[src/rtl/adaptive_filter_pkg.sv]
// Shared types and saturating arithmetic for the adaptive first-order filter.
// Samples are two's complement; the binary point never moves through the datapath.
package adaptive_filter_pkg;

  localparam int WORDLENGTH        = 14;
  localparam int FRACTIONAL_LENGTH = 6;

  typedef enum logic {
    MODE_DIFF = 1'b0,
    MODE_INT  = 1'b1
  } mode_t;

  // a +/- b on sign-extended operands, clamped to the WORDLENGTH-bit signed range.
  function automatic logic [WORDLENGTH-1:0] sat_add(
    input logic [WORDLENGTH-1:0] a,
    input logic [WORDLENGTH-1:0] b,
    input logic                  sub
  );
    logic signed [WORDLENGTH:0] ea;
    logic signed [WORDLENGTH:0] eb;
    logic signed [WORDLENGTH:0] s;
    ea = {a[WORDLENGTH-1], a};
    eb = {b[WORDLENGTH-1], b};
    s  = sub ? (ea - eb) : (ea + eb);
    if (s[WORDLENGTH] != s[WORDLENGTH-1])
      sat_add = s[WORDLENGTH] ? {1'b1, {(WORDLENGTH-1){1'b0}}}
                              : {1'b0, {(WORDLENGTH-1){1'b1}}};
    else
      sat_add = s[WORDLENGTH-1:0];
  endfunction

endpackage

[src/rtl/adaptive_filter_sat_addsub.sv]
// Combinational saturating add/subtract shared by the integrate and differentiate paths.
module adaptive_filter_sat_addsub
  import adaptive_filter_pkg::*;
#(
  parameter int W = WORDLENGTH
) (
  input  logic [W-1:0] a_i,
  input  logic [W-1:0] b_i,
  input  logic         sub_i,
  output logic [W-1:0] res_o
);

  if (W == WORDLENGTH) begin : g_pkg_width
    assign res_o = sat_add(a_i, b_i, sub_i);
  end else begin : g_generic_width
    logic signed [W:0] ea;
    logic signed [W:0] eb;
    logic signed [W:0] s;
    always_comb begin
      ea    = {a_i[W-1], a_i};
      eb    = {b_i[W-1], b_i};
      s     = sub_i ? (ea - eb) : (ea + eb);
      res_o = s[W-1:0];
      // Overflow shows up as disagreement between the guard bit and the sign bit.
      if (s[W] != s[W-1])
        res_o = s[W] ? {1'b1, {(W-1){1'b0}}} : {1'b0, {(W-1){1'b1}}};
    end
  end

endmodule

[src/rtl/adaptive_filter.sv]
// Streaming first-order filter: running-sum integrator (ctrl=1) or first-difference
// differentiator (ctrl=0), one registered output per accepted sample, no backpressure.
module adaptive_filter
  import adaptive_filter_pkg::*;
#(
  parameter int WORDLENGTH        = adaptive_filter_pkg::WORDLENGTH,
  parameter int FRACTIONAL_LENGTH = adaptive_filter_pkg::FRACTIONAL_LENGTH
) (
  input  logic                  clk,
  input  logic                  srst,
  input  logic                  ctrl,
  input  logic [WORDLENGTH-1:0] s_tdata,
  input  logic                  s_tvalid,
  output logic [WORDLENGTH-1:0] m_tdata,
  output logic                  m_tvalid
);

  // Stream handshake: a sample is taken on every rising edge where s_tvalid=1 (there is
  // no tready); m_tvalid follows s_tvalid one cycle later and m_tdata holds between samples.

  if (FRACTIONAL_LENGTH < 0 || FRACTIONAL_LENGTH >= WORDLENGTH) begin : g_bad_format
    $error("adaptive_filter: FRACTIONAL_LENGTH must lie in [0, WORDLENGTH-1]");
  end

  mode_t                 mode_in;
  mode_t                 prev_mode_q, prev_mode_d;
  logic [WORDLENGTH-1:0] prev_x_q, prev_x_d;
  logic [WORDLENGTH-1:0] acc_q, acc_d;
  logic [WORDLENGTH-1:0] y_q, y_d;
  logic                  valid_q, valid_d;

  logic [WORDLENGTH-1:0] op_a;
  logic [WORDLENGTH-1:0] op_b;
  logic                  op_sub;
  logic [WORDLENGTH-1:0] op_res;

  assign mode_in = mode_t'(ctrl);

  // Integrate: acc + x, with acc forced to zero on entry from differentiate so the sum
  // restarts at x. Differentiate: x - prev_x.
  always_comb begin
    op_sub = 1'b0;
    op_a   = '0;
    op_b   = s_tdata;
    if (mode_in == MODE_DIFF) begin
      op_sub = 1'b1;
      op_a   = s_tdata;
      op_b   = prev_x_q;
    end else if (prev_mode_q == MODE_INT) begin
      op_a   = acc_q;
    end
  end

  adaptive_filter_sat_addsub #(
    .W (WORDLENGTH)
  ) u_sat_addsub (
    .a_i   (op_a),
    .b_i   (op_b),
    .sub_i (op_sub),
    .res_o (op_res)
  );

  always_comb begin
    prev_mode_d = prev_mode_q;
    prev_x_d    = prev_x_q;
    acc_d       = acc_q;
    y_d         = y_q;
    valid_d     = s_tvalid;
    if (s_tvalid) begin
      prev_mode_d = mode_in;
      prev_x_d    = s_tdata;
      acc_d       = op_res;
      y_d         = op_res;
    end
  end

  always_ff @(posedge clk) begin
    if (srst) begin
      prev_mode_q <= MODE_DIFF;
      prev_x_q    <= '0;
      acc_q       <= '0;
      y_q         <= '0;
      valid_q     <= 1'b0;
    end else begin
      prev_mode_q <= prev_mode_d;
      prev_x_q    <= prev_x_d;
      acc_q       <= acc_d;
      y_q         <= y_d;
      valid_q     <= valid_d;
    end
  end

  assign m_tdata  = y_q;
  assign m_tvalid = valid_q;

endmodule

[config.mk]
export PLATFORM = sky130hd
export DESIGN_NAME = adaptive_filter
export DESIGN_NICKNAME = d
export VERILOG_FILES = /design/src/rtl/adaptive_filter_pkg.sv /design/src/rtl/adaptive_filter_sat_addsub.sv /design/src/rtl/adaptive_filter.sv
export SDC_FILE = /design/constraint.sdc
export NUM_CORES = 1
export LEC_CHECK = 0
export BUFFER_PORTS_ARGS = -buffer_cell sky130_fd_sc_hd__buf_2
export CELL_PAD_IN_SITES_DETAIL_PLACEMENT = 1
export CELL_PAD_IN_SITES_GLOBAL_PLACEMENT = 1
export CORE_UTILIZATION = 29
export DETAILED_ROUTE_END_ITERATION = 8
export HOLD_SLACK_MARGIN = 0.03
export PLACE_DENSITY_LB_ADDON = 0.08
export SLEW_MARGIN = 0
export SYNTH_ARGS = -nofsm -noshare
export SYNTH_HDL_FRONTEND = slang
export SYNTH_HIERARCHICAL = 1
export SYNTH_SLANG_ARGS = --single-unit
export TNS_END_PERCENT = 5
[constraint.sdc]
create_clock -name clk -period 5.1 [get_ports clk]
set_clock_uncertainty 0.2 [all_clocks]
set_input_delay 0.51 -clock clk [delete_from_list [all_inputs] [get_ports clk]]
set_output_delay 0.51 -clock clk [all_outputs]
set_load 0.01 [all_outputs]
==> results.yml, run 1 <==
run_status:
  status: "finished clean"
grt:
  antenna_found_initial: 0
  grt_pass1_vias: 2262
  gr-usage-all-layers_pct: 17.3
  grt_first_pass_wirelength_um: 11700
  grt_overflow: 0
  grt_start_max_net_pins: 31
clocking:
  cts_hold_buffers: 0
  clockRootBuffer: "clkbuf_8"
  clkSlewWorstSetupHoldPaths_ps: 80
  worst_skew_pair.late_latency_ps: 290
  post-cts-setup-buffer-count: 0
  cts.path.max_buffers: 2
  cts_resized: 0
  clock_tree_from_tritoncts: "done"
  clock_sinks: 30
  cts_htree_levels: 2
  cts-buffers-inserted: 5
pwr:
  powerDensity_nw_per_um2: 344
  leakagePower_nw: 1.25
  totalPowerFinal_mw: 0.968
  power.switching_fraction_pct: 41.7
  share_comb_of_total_power_pct: 48.4
  p_int_mw: 0.565
  switching_power_mw: 0.403
  ir_worst_vdd_uv: 112
  share_seq_of_total_power_pct: 30.3
  clock_power_share_pct: 21.3
floorplanning:
  die_width_um: 95.3
  fp.coreArea_um2: 8300
  placement_rows: 33
  die_y_extent_um: 95.3
  initial_utilization_pct: 30.4
  num_io_pins: 33
  die-area_um2: 9080
timing:
  post-route-min-period_ps: 4560
  tns_ps: 0
  setup-violations-final: 0
  relSlewSlack_pct: 37.8
  whs_ps: 291
  slew_violations: 0
  setup_repair_after_global_routing_missed_its_margin: "false"
  max_freq_ghz: 0.219
  timing.final.crit_share_pct: 89.3
  report.final.hold_viol_count: 0
  worst_slew_pin_slew_ps: 933
logic_synthesis:
  synthMostInstantiatedCell: "nor2_1"
  area_share_of_the_largest_cell_type_after_synthesis_pct: 23.8
  synth-edff-count: 0
  synth_area_um2: 2520
  mappedNetlistNets: 323
  commonest_register_cell_after_synthesis: "dfxtp_1"
  synth_top_family_by_area: "compound AO/OA/AOI/OAI gates"
  post-synth-top-area-cell: "dfxtp_1"
  synth_xor_area_share_pct: 8.92
  post_synth_most_frequent_cells: "nor2_1, dfxtp_1, mux2i_1"
  synth.mux.area_fraction_pct: 18.2
  ys_seq_elements: 30
  seq_area_frac_synth_pct: 23.8
  synth_adder_area_share_pct: 9.07
  ys.warnings.count: 6
  post_synth_num_cell_types: 49
  postSynthCellCount: 289
  synth-simple-area-share_pct: 13.8
  synth_top_cells_by_area: "dfxtp_1, mux2i_1, ha_1"
  syn-mean-instance-area_um2: 8.73
  post_synth_arst_share_pct: 0
  synth_compound_area_share_pct: 20.1
routing:
  ant_nets: 0
  drtIter0Drc: 60
  drt_drc_violations_left: 0
  drtPass1Iterations: 3
  via_total_after_detailed_routing: 2110
  wirelength_um: 7160
  routed_via_density: 5.01
  avgRoutedWirePerCell_um: 17.0
finish:
  fillers: 1016
  drive_above_1_share_pct: 23.1
  finish.net_count: 349
  register_area_um2: 601
  fin_util_pct: 33.9
  antennaDiodeCount: 0
  final_design_area_no_fill_um2: 2810
  area_of_the_multi_input_gates_um2: 1770
  area_growth_pct: 11.5
setup_path:
  worst_setup_path_end_kind: "flop"
  worst_setup_path_start_kind: "primary input"
  worst_ep_arrival_time_ps: 4580
  critical_path.reg2reg.endpoint: "m_tdata[5]"
  regToRegStartpoint: "prev_x_q[2]"
  critical_path.startpoint: "ctrl"
  reg2reg_setup_slack_ps: 920
  cp_slowest_stage_delay_ps: 440
  critPathSlowestCell: "nor4b_1"
  worst-path-max-fanout: 19
  timing_worst_setup_path_type: "primary input to flop"
  timing.critical_path.required_ps: 5120
  timing.critical_path.to: "m_tdata[5]"
  r2r_cells: 17
  critical_path.cell_chain: "buf_2 -> mux2_2 -> nor3_1 -> nor4b_1 -> a21o_1 -> o21ai_0 -> xnor2_1 -> ha_1 -> a21oi_1 -> a21oi_1 -> nor2_1 -> a41oi_1 -> xnor2_2 -> nor2_2 -> buf_4 -> o31ai_1 -> mux2i_1 -> nor2_1"
placement:
  io_buffers: 32
  dp.final_hpwl_um: 5300
  dpl_cell_area_um2: 2720
  place_congestion: 0.751
job:
  cap_violations: 0
hold_path:
  worst_hold_path_type: "primary input to flop"
## cells in the final DEF (no fill, tap or decap), types with 7 or more instances in the layout
master   instances
a22o_1          13
nor2_1          43
dfxtp_1         30
mux2i_1         29
ha_1            15
mux2_1           7
xnor2_1         15
nand2_1          7
o21ai_0         11
xor2_1           7
buf_2           32
mux2_2           8
o21ai_2         10
a21oi_1         16
inv_1           11
## power groups by stage
stage	combinational (mW)	sequential, mW	clock (mW)
5_1_grt	0.524	0.298	0.226
6_report	0.469	0.293	0.206
3_5_place_dp	0.472	0.300	0
3_3_place_gp	0.472	0.300	0
2_1_floorplan	0.353	0.306	0
4_1_cts	0.475	0.295	0.221
## cell type report
type	instances	share of cell area, %
Multi-Input combinational cell	232	62.9
Sequential cell	30	21.4
Timing Repair Buffer	34	6.23
Tap cell	105	4.67
Clock buffer	5	2.45
Inverter	12	1.60
Clock inverter	3	0.756
## cells by family (layout without fill, tap and decap cells)
logic type | count (synthesis) | count (layout)
compound gates | 71 | 71
xor+xnor | 24 | 24
fa+ha+maj | 18 | 18
buf+inv | 27 | 54
flops | 30 | 30
mux | 44 | 44
simple gates | 75 | 75
## critical path, delay by kind of cell
family | cells | cell delay (ps)
fa+ha+maj | 1 | 380
compound gates | 6 | 1050
simple gates | 5 | 1020
buf+inv | 2 | 550
mux | 2 | 530
xor+xnor | 2 | 520
## metrics by stage
stage | setup WS (ps) | std cells
after floorplan | 1130 | 289
after global placement | 373 | 413
after detailed placement | 265 | 413
after CTS | 548 | 421
after global routing | 113 | 421
final | 543 | 421
## state kept, by name, indices dropped and copies added (netlist names)
register     flops
m_tdata         14
prev_x_q        14
m_tvalid         1
prev_mode_q      1
## per-layer routing
| metal | global-route usage, % | wire [um] | up-vias |
|---|---|---|---|
| met5 | 0 | 0 | - |
| met4 | 4.92 | 96 | 0 |
| met3 | 2.71 | 154 | 7 |
| met2 | 32.3 | 3610 | 26 |
| met1 | 20.2 | 3300 | 999 |
| li1 | - | - | 1078 |
## how the worst min path moves through the flow
stage / cells past startpoint / start / slack, ps / endpoint
floorplan: 2 / prev_x_q[10] / 250 / prev_x_q[10]
global placement: 2 / prev_x_q[8] / 270 / prev_x_q[8]
detailed placement: 2 / prev_x_q[0] / 280 / prev_x_q[0]
CTS: 3 / s_tdata[0] / 280 / prev_x_q[0]
global route: 3 / s_tdata[12] / 300 / prev_x_q[12]
finish: 3 / s_tdata[13] / 290 / prev_x_q[13]
No activity file was read; power rests on OpenSTA's default activity.
==> run 2: changes to the inputs <==
Settings changed: RECOVER_POWER set to 100.
==> run 2 against run 1 <==
The run now ends with capacitance limit, slew limit left. Largest cell class unchanged. Sequential cell count unchanged. Power fell by 3.2%. Hold slack about the same. Combinational power shrank 6.6%. First-iteration DRC count fell by 3.3%.
==> results.yml, run 2 (same netlist as run 1, synthesis figures left out) <==
setup_path:
  regToRegStartpoint: "prev_x_q[2]"
  timing.critical_path.required_ps: 5120
  critical_path.reg2reg.endpoint: "m_tdata[0]"
  critPathSlowestCell: "nor4b_1"
  reg2reg_setup_slack_ps: 830
  worst_setup_path_start_kind: "primary input"
  worst-path-max-fanout: 19
  worst_setup_path_end_kind: "flop"
  timing_worst_setup_path_type: "primary input to flop"
  worst_ep_arrival_time_ps: 4680
  critical_path.cell_chain: "buf_2 -> mux2_2 -> nor3_1 -> nor4b_1 -> a21o_1 -> o21ai_0 -> xnor2_1 -> ha_1 -> a21oi_1 -> a21oi_1 -> nor2_1 -> a41oi_1 -> xnor2_2 -> nor2_2 -> buf_4 -> o21ai_0 -> mux2i_1 -> nor2_1"
  cp_slowest_stage_delay_ps: 440
  r2r_cells: 17
clocking:
  cts_resized: 0
  cts-buffers-inserted: 5
  post-cts-setup-buffer-count: 0
  clock_tree_from_tritoncts: "done"
  worst_skew_pair.late_latency_ps: 290
  clockRootBuffer: "clkbuf_8"
  clock_sinks: 30
  cts_hold_buffers: 0
  clkSlewWorstSetupHoldPaths_ps: 80
  cts.path.max_buffers: 2
  cts_htree_levels: 2
hold_path:
  min_from: "s_tdata[13]"
  hold_end: "prev_x_q[13]"
  worst_hold_path_type: "primary input to flop"
  min_path_cells: 3
job:
  cap_violations: 1
finish:
  fin_util_pct: 33.3
  fillers: 1021
  drive_above_1_share_pct: 15.8
  antennaDiodeCount: 0
  finish.net_count: 349
  layout_common_cells: "nor2_1, dfxtp_1, mux2i_1"
  mostFrequentLayoutCell: "nor2_1"
  area_growth_pct: 9.62
timing:
  setup-violations-final: 0
  max_freq_ghz: 0.215
  timing.final.crit_share_pct: 91.2
  tns_ps: 0
  report.final.hold_viol_count: 0
  worst_slew_pin_slew_ps: 2230
  post-route-min-period_ps: 4650
  setup_repair_after_global_routing_missed_its_margin: "false"
  slew_violations: 31
  relSlewSlack_pct: -48.9
placement:
  dp.final_hpwl_um: 5300
  place_congestion: 0.751
  io_buffers: 32
routing:
  routed_via_density: 5.04
  ant_nets: 0
  via_total_after_detailed_routing: 2121
  drtIter0Drc: 58
  avgRoutedWirePerCell_um: 17.0
  drtPass1Iterations: 4
  wirelength_um: 7150
  drt_drc_violations_left: 0
pwr:
  powerDensity_nw_per_um2: 339
  ir_worst_vdd_uv: 110
  leakagePower_nw: 1.18
run_status:
  status: "finished, violations left"
  violations: "capacitance limit, slew limit"
floorplanning:
  num_io_pins: 33
  die_y_extent_um: 95.3
  die-area_um2: 9080
  fp.coreArea_um2: 8300
  placement_rows: 33
  initial_utilization_pct: 30.4
  die_width_um: 95.3
grt:
  grt_first_pass_wirelength_um: 11700
  grt_start_max_net_pins: 31
  globalRouteMet2Util_pct: 32.3
  busiest_layer: "met2"
  grt_pass1_vias: 2262
  grtUsageMet1_pct: 20.2
  globalRouteMet3Util_pct: 2.71
  antenna_found_initial: 0
  gr-usage-all-layers_pct: 17.3
  grt_overflow: 0
-- run 2: routing by layer --
| metal | up-vias | part of all wire [%] |
|---|---|---|
| li1 | 1077 | - |
| met1 | 1007 | 46 |
| met2 | 30 | 51 |
| met3 | 7 | 2.4 |
| met4 | 0 | 1.3 |
| met5 | - | 0 |
-- run 2: cell type report --
type | instances | area (um2) | share of cell area (%)
Clock buffer | 5 | 68.8 | 2.49
Tap cell | 105 | 131 | 4.75
Timing Repair Buffer | 34 | 155 | 5.61
Inverter | 12 | 45.0 | 1.63
Sequential cell | 30 | 601 | 21.7
Multi-Input combinational cell | 232 | 1740 | 63.0
Clock inverter | 3 | 21.3 | 0.769
-- run 2: how the worst max path moves through the flow --
stage,startpoint,to,slack (ps),depth (start not counted)
floorplan,ctrl,m_tdata[10],1130,19
global placement,ctrl,m_tdata[0],370,20
detailed placement,ctrl,m_tdata[5],260,18
CTS,ctrl,m_tdata[5],550,18
global route,ctrl,m_tdata[0],90,18
finish,ctrl,m_tdata[0],450,18
-- run 2: per-stage QoR --
stage | total power, mW | instance area [um2] | cells | hold slack, ps | setup WS, ps
6_report | 0.938 | 2770 | 421 | 291 | 447
5_1_grt | 1.02 | 2770 | 421 | 304 | 88.7
4_1_cts | 0.991 | 2810 | 421 | 277 | 548
3_5_place_dp | 0.773 | 2720 | 413 | 282 | 265
3_3_place_gp | 0.772 | 2720 | 413 | 270 | 373
2_1_floorplan | 0.659 | 2520 | 289 | 253 | 1130
-- run 2: power by group --
| part | leakage (nW) | switching [mW] | internal [mW] | total [mW] |
|---|---|---|---|---|
| Combinational | 0.891 | 0.254 | 0.184 | 0.438 |
| Sequential | 0.248 | 0.0254 | 0.269 | 0.294 |
| Clock | 0.0441 | 0.110 | 0.0960 | 0.206 |
| Total | 1.18 | 0.389 | 0.549 | 0.938 |
-- run 2: critical path: cells and delay by family --
| kind | cells | cell delay (ps) |
|---|---|---|
| muxes | 2 | 550 |
| adders and majority gates | 1 | 380 |
| AOI/OAI and AO/OA | 6 | 1120 |
| and+or+nand+nor | 5 | 1060 |
| xor gates and xnor gates | 2 | 520 |
| buffers and inverters | 2 | 540 |
==> run 3: changes to the inputs <==
Settings changed: CORE_MARGIN set to 8, CTS_BUF_LIST set to sky130_fd_sc_hd__clkbuf_8.
==> run 3 against run 2 <==
The flow now finishes without violations. Critical path depth is the same. Sequential cell count unchanged. Hold slack better by 4.1 ps. Critical path type unchanged. Critical endpoint is now m_tdata[5]. Largest power group unchanged.
==> results.yml, run 3 (same netlist as run 1, synthesis figures left out) <==
placement:
  place_congestion: 0.765
  dp.final_hpwl_um: 5570
  io_buffers: 32
  dpl_cell_area_um2: 2730
  worst_case_setup_slack_after_placement_ps: 263
  dp_cells: 417
grt:
  grt_first_pass_wirelength_um: 12400
  antenna_found_initial: 0
  grt_start_max_net_pins: 31
  gr-usage-all-layers_pct: 13.4
  grt_pass1_vias: 2327
  grt_overflow: 0
timing:
  worst_slew_pin_slew_ps: 939
  post-route-min-period_ps: 4550
  postLayoutSetupSlackWorst_ps: 551
  relSlewSlack_pct: 37.4
  timing.final.crit_share_pct: 89.2
  slew_violations: 0
  report.final.hold_viol_count: 0
  setup-violations-final: 0
  setup_repair_after_global_routing_missed_its_margin: "false"
  max_freq_ghz: 0.220
  tns_ps: 0
job:
  cap_violations: 0
setup_path:
  worst_ep_arrival_time_ps: 4570
  timing_worst_setup_path_type: "primary input to flop"
  worst_setup_path_start_kind: "primary input"
  regToRegStartpoint: "prev_x_q[2]"
  worst_setup_path_end_kind: "flop"
  timing.critical_path.required_ps: 5120
  critical_path.startpoint: "ctrl"
  worst-path-max-fanout: 19
clocking:
  cts_hold_buffers: 0
  clkSlewWorstSetupHoldPaths_ps: 80
  cts_resized: 0
  post-cts-setup-buffer-count: 0
  clockRootBuffer: "clkbuf_8"
  cts_htree_levels: 2
  clock_sinks: 30
  cts.path.max_buffers: 2
  clock_tree_from_tritoncts: "done"
  cts-buffers-inserted: 5
  worst_skew_pair.late_latency_ps: 290
finish:
  fillers: 1041
  final_design_area_no_fill_um2: 2830
  area_growth_pct: 12.1
  finish.net_count: 350
  antennaDiodeCount: 0
  mostFrequentLayoutCell: "nor2_1"
  layout_common_cells: "nor2_1, dfxtp_1, mux2i_1"
  layout.cells.non_filler: 425
  drive_above_1_share_pct: 16.1
  area_of_the_multi_input_gates_um2: 1740
  register_area_um2: 601
floorplanning:
  die_y_extent_um: 109
  placement_rows: 34
  num_io_pins: 33
  die_width_um: 109
  initial_utilization_pct: 29.4
  fp.coreArea_um2: 8590
  die-area_um2: 11900
hold_path:
  min_from: "prev_x_q[3]"
  worst_hold_path_type: "flop to flop"
pwr:
  p_int_mw: 0.663
  ir_worst_vdd_uv: 114
  powerDensity_nw_per_um2: 371
  leakagePower_nw: 1.22
  share_seq_of_total_power_pct: 28.2
  share_comb_of_total_power_pct: 41.5
  totalPowerFinal_mw: 1.05
  switching_power_mw: 0.388
  clock_power_share_pct: 30.3
  power.switching_fraction_pct: 36.9
routing:
  avgRoutedWirePerCell_um: 17.3
  ant_nets: 0
  drtPass1Iterations: 4
  routed_via_density: 4.96
  drtIter0Drc: 33
  wirelength_um: 7360
  drt_drc_violations_left: 0
  via_total_after_detailed_routing: 2110
run_status:
  status: "finished clean"
## run 3: final cells by class
class	count	area share (%)
flip-flops and latches	30	21.2
clock buffers	6	2.92
well taps	108	4.78
inverters	12	1.59
multi-input cells	232	61.6
repair buffers	35	5.79
clock inverters	2	2.12
## run 3: per-stage QoR
step | hold WS (ps) | util (%)
4_1_cts | 295 | 33.5
6_report | 295 | 32.9
2_1_floorplan | 253 | -
5_1_grt | 301 | 32.9
3_5_place_dp | 284 | 31.8
3_3_place_gp | 270 | 31.8
## run 3: path summary, 6_finish.rpt
path / slack [ps] / cells past startpoint / end
worst max-delay path: 550 / 18 / m_tdata[5]
worst min-delay path: 300 / 2 / prev_x_q[3]
worst max register to register: 970 / 17 / m_tdata[5]
worst min register to register: 300 / 2 / prev_x_q[3]
## run 3: critical path: stages
cell,delay (ps)
clkbuf_2,380
mux2_2,430
nor3_1,270
nor4b_1,460
a21o_1,250
o21ai_0,120
xnor2_1,160
ha_1,370
a21oi_1,290
a21oi_1,110
nor2_1,100
a41oi_1,80
xnor2_2,320
nor2_1,110
buf_4,170
o31ai_1,220
mux2i_1,100
nor2_1,110
## run 3: routing by layer
metal / GRT usage (%) / wire length [um] / vias up
met5: 0 / 0 / -
met4: 2.60 / 55 / 0
met3: 2.90 / 248 / 6
met2: 24.7 / 3790 / 28
met1: 15.5 / 3270 / 994
li1: - / - / 1082
## run 3: power by group through the flow
stage	Clock [mW]	Sequential, mW	Combinational, mW
3_5_place_dp	0	0.302	0.477
6_report	0.319	0.296	0.436
2_1_floorplan	0	0.306	0.353
3_3_place_gp	0	0.302	0.478
4_1_cts	0.331	0.297	0.479
5_1_grt	0.341	0.302	0.496
